===== src/rtl/multimode_counter.sv =====
// multimode_counter: up/down counter with load, wrap or saturate at the
// bounds 0..MAX_VALUE, a registered terminal-count pulse and a zero flag.
// Optional prescaler compiled in with MULTIMODE_COUNTER_PRESCALE_EN; when it
// is absent every enabled, non-load edge is a step and PRESCALE is unused.
module multimode_counter #(
  parameter int WIDTH     = 5,
  parameter int MAX_VALUE = 2**WIDTH-1,
  parameter int PRESCALE  = 4
) (
  input  logic             clk,
  input  logic             reset,
  input  logic             load_w,
  input  logic [WIDTH-1:0] load_val,
  input  logic             en,
  input  logic             up_dn,
  input  logic             sat_mode,
  output logic [WIDTH-1:0] w_output,
  output logic             tc,
  output logic             zero
);

  localparam logic [WIDTH-1:0] MAX_V = WIDTH'(MAX_VALUE);

  // Reject out-of-range parameters at elaboration.
  if (PRESCALE < 2 || MAX_VALUE < 1 || MAX_VALUE > 2**WIDTH-1) begin : g_param_check
    $error("multimode_counter: illegal PRESCALE or MAX_VALUE");
  end

  logic [WIDTH-1:0] load_clamped;
  logic             step;
  logic             at_bound;

  // A full-range counter needs no clamp; skipping it avoids a constant compare.
  if (MAX_VALUE >= 2**WIDTH-1) begin : g_no_clamp
    assign load_clamped = load_val;
  end else begin : g_clamp
    assign load_clamped = (load_val > MAX_V) ? MAX_V : load_val;
  end

`ifdef MULTIMODE_COUNTER_PRESCALE_EN
  localparam int            PW      = $clog2(PRESCALE);
  localparam logic [PW-1:0] PS_LAST = PW'(PRESCALE-1);

  logic [PW-1:0] pre_cnt;

  // Prescaler: counts enabled edges, cleared by load, wraps after the step edge.
  always_ff @(posedge clk or negedge reset) begin
    if (!reset) begin
      pre_cnt <= '0;
    end else if (load_w) begin
      pre_cnt <= '0;
    end else if (en) begin
      if (pre_cnt == PS_LAST) pre_cnt <= '0;
      else                    pre_cnt <= pre_cnt + PW'(1);
    end
  end

  assign step = en && !load_w && (pre_cnt == PS_LAST);
`else
  assign step = en && !load_w;
`endif

  assign at_bound = up_dn ? (w_output == MAX_V) : (w_output == '0);

  // Count register and terminal-count pulse; load wins over a step.
  always_ff @(posedge clk or negedge reset) begin
    if (!reset) begin
      w_output <= '0;
      tc       <= 1'b0;
    end else if (load_w) begin
      w_output <= load_clamped;
      tc       <= 1'b0;
    end else if (step) begin
      tc <= at_bound;
      if (up_dn) begin
        if (!at_bound)     w_output <= w_output + WIDTH'(1);
        else if (!sat_mode) w_output <= '0;
      end else begin
        if (!at_bound)     w_output <= w_output - WIDTH'(1);
        else if (!sat_mode) w_output <= MAX_V;
      end
    end else begin
      tc <= 1'b0;
    end
  end

  // Zero flag follows the register directly, so it asserts during reset.
  assign zero = (w_output == '0);

endmodule


===== config.mk =====
export PLATFORM = sky130hd
export DESIGN_NAME = multimode_counter
export DESIGN_NICKNAME = d
export VERILOG_FILES = /design/src/rtl/multimode_counter.sv
export SDC_FILE = /design/constraint.sdc
export NUM_CORES = 1
export LEC_CHECK = 0
export BUFFER_PORTS_ARGS = -buffer_cell sky130_fd_sc_hd__clkbuf_2
export CORE_AREA = 3 3 40 42
export DETAILED_ROUTE_END_ITERATION = 12
export DIE_AREA = 0 0 43 45
export PLACE_DENSITY = 0.76
export SLEW_MARGIN = 30
export SYNTH_ARGS = -nofsm -noshare
export SYNTH_HDL_FRONTEND = slang
export SYNTH_SLANG_ARGS = --single-unit

===== constraint.sdc =====
create_clock -name clk -period 2.4 [get_ports clk]
set_clock_uncertainty 0.05 [all_clocks]
set_input_delay 0.24 -clock clk [delete_from_list [all_inputs] [get_ports clk]]
set_output_delay 0.24 -clock clk [all_outputs]
set_load 0.1 [all_outputs]

# Word level (Yosys, flattened, before mapping)
# Cells that the tools add are included.
[totals]
regBits = 6
latchBits = 0
ram_bits = 0
rom_bits = 0
in_bits = 11
wordCells = 21
n_memories = 0
[op_classes]
add_sub_neg = 2
mul = 0
n_div = 0
n_lt_le_gt_ge = 0
eq_ne = 2
shifts = 0
muxes = 10
n_bitwise = 0
n_reduce_logical = 5
[ops]
columns = ["operator", "count"]
rows = [
  ["$mux W5", 7],
  ["$add A5 B1 Y5 const B", 1],
  ["$eq A5 B5 Y1 const B", 1],
  ["$logic_not A5 Y1", 1],
  ["$sub A5 B1 Y5 const B", 1],
  ["$mux W1", 3],
  ["$ne A3 B3 Y1 const B", 1],
  ["$reduce_and A2 Y1", 1],
  ["$reduce_bool A2 Y1", 1],
  ["$logic_and A1 B1 Y1", 1],
  ["$logic_not A1 Y1", 1],
]

# Longest topological paths before layout
[depth]
ltp_word = 6
mapped_depth = 7

# Worst setup path after synthesis
# OpenSTA, ideal clock, no wires.
[synth_timing]
kind = "flip-flop to flip-flop"
start = "reg w_output[0]"
end = "reg w_output[4]"
setup_ps = 87
arrival_time_ps = 2604
required_time_ps = 2263
path_slack_ps = -341
stages_incl_launch_ff = 7
period_less_slack_ps = 2741
path_cell_list = "dfrtp_1 inv_1 ha_1 or4b_4 inv_1 o31ai_1 a22oi_1"
[synth_between]
elab_chain_len = 6
elab_cells_between_ends = 12
[synth_rtl]
columns = ["item", "line", "rtl"]
rows = [
  ["start: declaration", "17", "output logic [WIDTH-1:0] w_output,"],
  ["start signal: assignment", "71", "w_output <= load_clamped;"],
  ["start signal: assignment", "76", "if (!at_bound) w_output <= w_output + WIDTH'(1);"],
  ["start signal: assignment", "79", "if (!at_bound) w_output <= w_output - WIDTH'(1);"],
  ["$logic_not A5 Y1 *", "--", ""],
  ["net zero", "19", "output logic zero"],
  ["$mux W1 *", "63", "assign at_bound = up_dn ? (w_output == MAX_V) : (w_output == '0);"],
  ["$mux W5 (on tied branches)", "79, 76", ""],
  ["$mux W5", "75", "if (up_dn) begin"],
  ["$mux W5", "73", "end else if (step) begin"],
  ["$mux W5", "70", "end else if (load_w) begin"],
]
# The timed path passes the listed nets; every way through them passes the cells marked *. The select of a mux whose other input is x is not followed.
# A chain may end at the register's enable or synchronous reset.

# Final worst setup path
[layout_timing]
start = "reg w_output[0]"
end = "reg w_output[2]"
[layout_between]
elab_chain_len = 6
elab_cells_between_ends = 12
[layout_rtl]
columns = ["item"]
rows = [
  ["parallel branches: the longest is 6 deep, another holds $sub A5 B1 Y5"],
]
# Several ways; the timed one is not identified. The select of a mux whose other input is x is not followed.

==> results.txt <==
outcome: finished clean
area leader, netlist: dfrtp_1
met3 layer usage reported by global route: 4.78%
reg-to-reg endpoint: w_output[2]
Clock Path Buffers: 2
final setup margin: 214 ps
worst path required time: 2480 ps
Int Power: 248 uW
Clk Latency, worst-skew pair: 250 ps
Max FO, Critical Path: 9
Combinational Power Share: 52.2%
overall routed net length: 1.37 mm
register-to-register setup slack: 210 ps
worst reg-to-reg path cell count: 5
top-count cell post-synth: a21oi_1
Yosys cell types: 28
DRC violations left: 0
Sequential Power Share: 29.0%
area of the die: 1940 um^2
Final Power: 510 uW
initial core utilization: 41.8%
drt pass-1 iters: 4
post-synthesis register bit count: 6
Synth Cell Area: 537 um^2
io pins: 18
Post-synth EDFFs: 0
Async SR Flop Fraction: 100%
Final Wtd Congestion: 0.819
total CTS buffers: 3
ANT cells: 0
Startpoint Class: flip-flop
DP Wirelength: 1.11 mm
Final Hold Fails: 0
Arr. time, crit path: 2270 ps
Tcrit/Tclk final: 91.1%
Synth Instances: 61
layout cells sized above 1: 35.0%
Setup WS pre-CTS: 233 ps
worst hold-check path type: in2reg
Least-Margin Pin Slew: 540 ps
Final Max Tran Viols: 0
Clock transition at path regs: 40 ps
Most Crowded Layer GR: met2
DRT iter0 DRCs: 20
WS Path Type: reg2reg
Die Y: 45 um
Root Driver: clkbuf_4
core area: 1280 um^2
Max Cap Viol: 0
synth cell count leaders: a21oi_1 (7), dfrtp_1 (6), inv_1 (6)
Area Overhead vs Synth: 27.7%
grt met1 use: 18.3%
final hold slack: 226 ps
Endpoint, Worst Hold: tc
hold buffer count at CTS: 1
P_leak: 0.311 nW
slowest CP cell: or4b_4
Top FF cell, synth: dfrtp_1
Ys Warns: 0
row cnt: 13
Vias/cell: 5.75
ranking of synthesized cells by area: dfrtp_1 (28%), ha_1 (9.3%), a21oi_1 (6.5%)
pwr/cell area: 744 nW/um^2
sw power: 262 uW
Setup TNS Final: 0 ps
post-CTS sizing: 0
initial antenna violation count: 0
Die X: 43 um
final net count: 97
Clock Power Share: 18.8%
maximum VDD drop: 0.000232 V
first-pass GRT wire length: 2.38 mm
share of the synthesized area in the top cell type: 28.0%
WHS Path Cells: 2
pin count of the biggest net entering global routing: 15
vias in the first global route: 532
Global Route Usage Sum: 17.2%
reg2reg start: w_output[0]
H-tree depth: 1
Slew headroom: 64.2%
slowest stage delay, CP: 540 ps
Final setup viols: 0
Setup crit end kind: flip-flop
final antenna-violating net count: 0
CTS tree: done
min Tclk post-route: 2190 ps
fmax: 457 MHz
vias after detailed routing: 546
met2 Use GR: 31.1%
Avg Cell Area, Syn: 8.80 um^2
CP cell instances: inv_1 -> ha_1 -> or4b_4 -> o221ai_4 -> mux2_2
Switching Fraction: 51.4%
Seq/Total Area, Yosys: 28.0%
RSZ-0062 raised after global routing: false
DR WL/cell: 14.5 um
syn_nets: 76
GRT overflow: 0
clk sinks: 6
min-delay src: en
Buffers on Ports: 17
# Post-CTS Setup Buffers: 0
==> placed cells by master (no fill, tap or decap), drive strengths merged, types with 2 or more instances in the layout <==
master / instances
clkbuf: 19
a21oi: 7
dfrtp: 6
inv: 5
nor2b: 5
o31ai: 4
ha: 4
nor2: 3
nand2: 3
o21ai: 2
nand2b: 2
a22oi: 2
a211oi: 2
==> sequential cells by signal, indices dropped and copies added (netlist names) <==
name / count
w_output: 5
tc: 1
==> worst max-delay path, delay by kind of cell, from the launching register on <==
| family | cells | cell delay [ps] |
|---|---|---|
| AO/OA/AOI/OAI | 1 | 300 |
| adder cells (fa/ha/maj) | 1 | 250 |
| buffers and inverters | 1 | 100 |
| flip-flops | 1 | 440 |
| multiplexers | 1 | 390 |
| AND/OR/NAND/NOR | 1 | 540 |
==> kinds of logic (layout without fill, tap and decap cells) <==
| family | count (synthesis) | count (layout) | synth area share (%) |
|---|---|---|---|
| xor+xnor | 1 | 1 | 1.63 |
| buf+inv | 8 | 27 | 5.83 |
| compound gates | 20 | 20 | 28.9 |
| fa+ha+maj | 4 | 4 | 9.32 |
| mux | 1 | 1 | 2.10 |
| simple gates | 21 | 21 | 24.2 |
| flops | 6 | 6 | 28.0 |
==> cell type report <==
cell class	instances	area (um^2)
tap	15	18.8
sequential	6	153
clock buffer	3	22.5
multi-input combinational	47	355
fill	118	599
inverter	6	26.3
timing repair buffer	18	110
==> power groups by stage <==
stage | Combinational, mW | Clock [mW] | Sequential [mW]
after floorplan | 0.100 | 0 | 0.253
after global placement | 0.258 | 0 | 0.148
after detailed placement | 0.265 | 0 | 0.149
after CTS | 0.266 | 0.0983 | 0.148
after global routing | 0.284 | 0.105 | 0.151
final | 0.266 | 0.0959 | 0.148
==> how the worst max path moves through the flow <==
stage / slack [ps] / depth (start not counted) / from / end
floorplan: 3 / 4 / w_output[2] / w_output[4]
global placement: 320 / 5 / w_output[0] / w_output[2]
detailed placement: 230 / 5 / w_output[0] / w_output[2]
CTS: 220 / 5 / w_output[0] / w_output[2]
global route: 150 / 5 / w_output[0] / w_output[2]
finish: 210 / 5 / w_output[0] / w_output[2]
==> per-layer routing <==
layer	wire, um	share of wire, %
met1	525	38
met2	727	53
met3	97	7.1
met4	24	1.7
met5	0	0
==> stage by stage <==
stage               utilization (%)  instances  instance area [um^2]
floorplan                         -         61                   543
global placement               50.8         91                   653
detailed placement             50.8         91                   653
CTS                            53.4         95                   686
global route                   53.4         95                   686
finish                         53.4         95                   686
No activity file was read; power rests on OpenSTA's default activity.
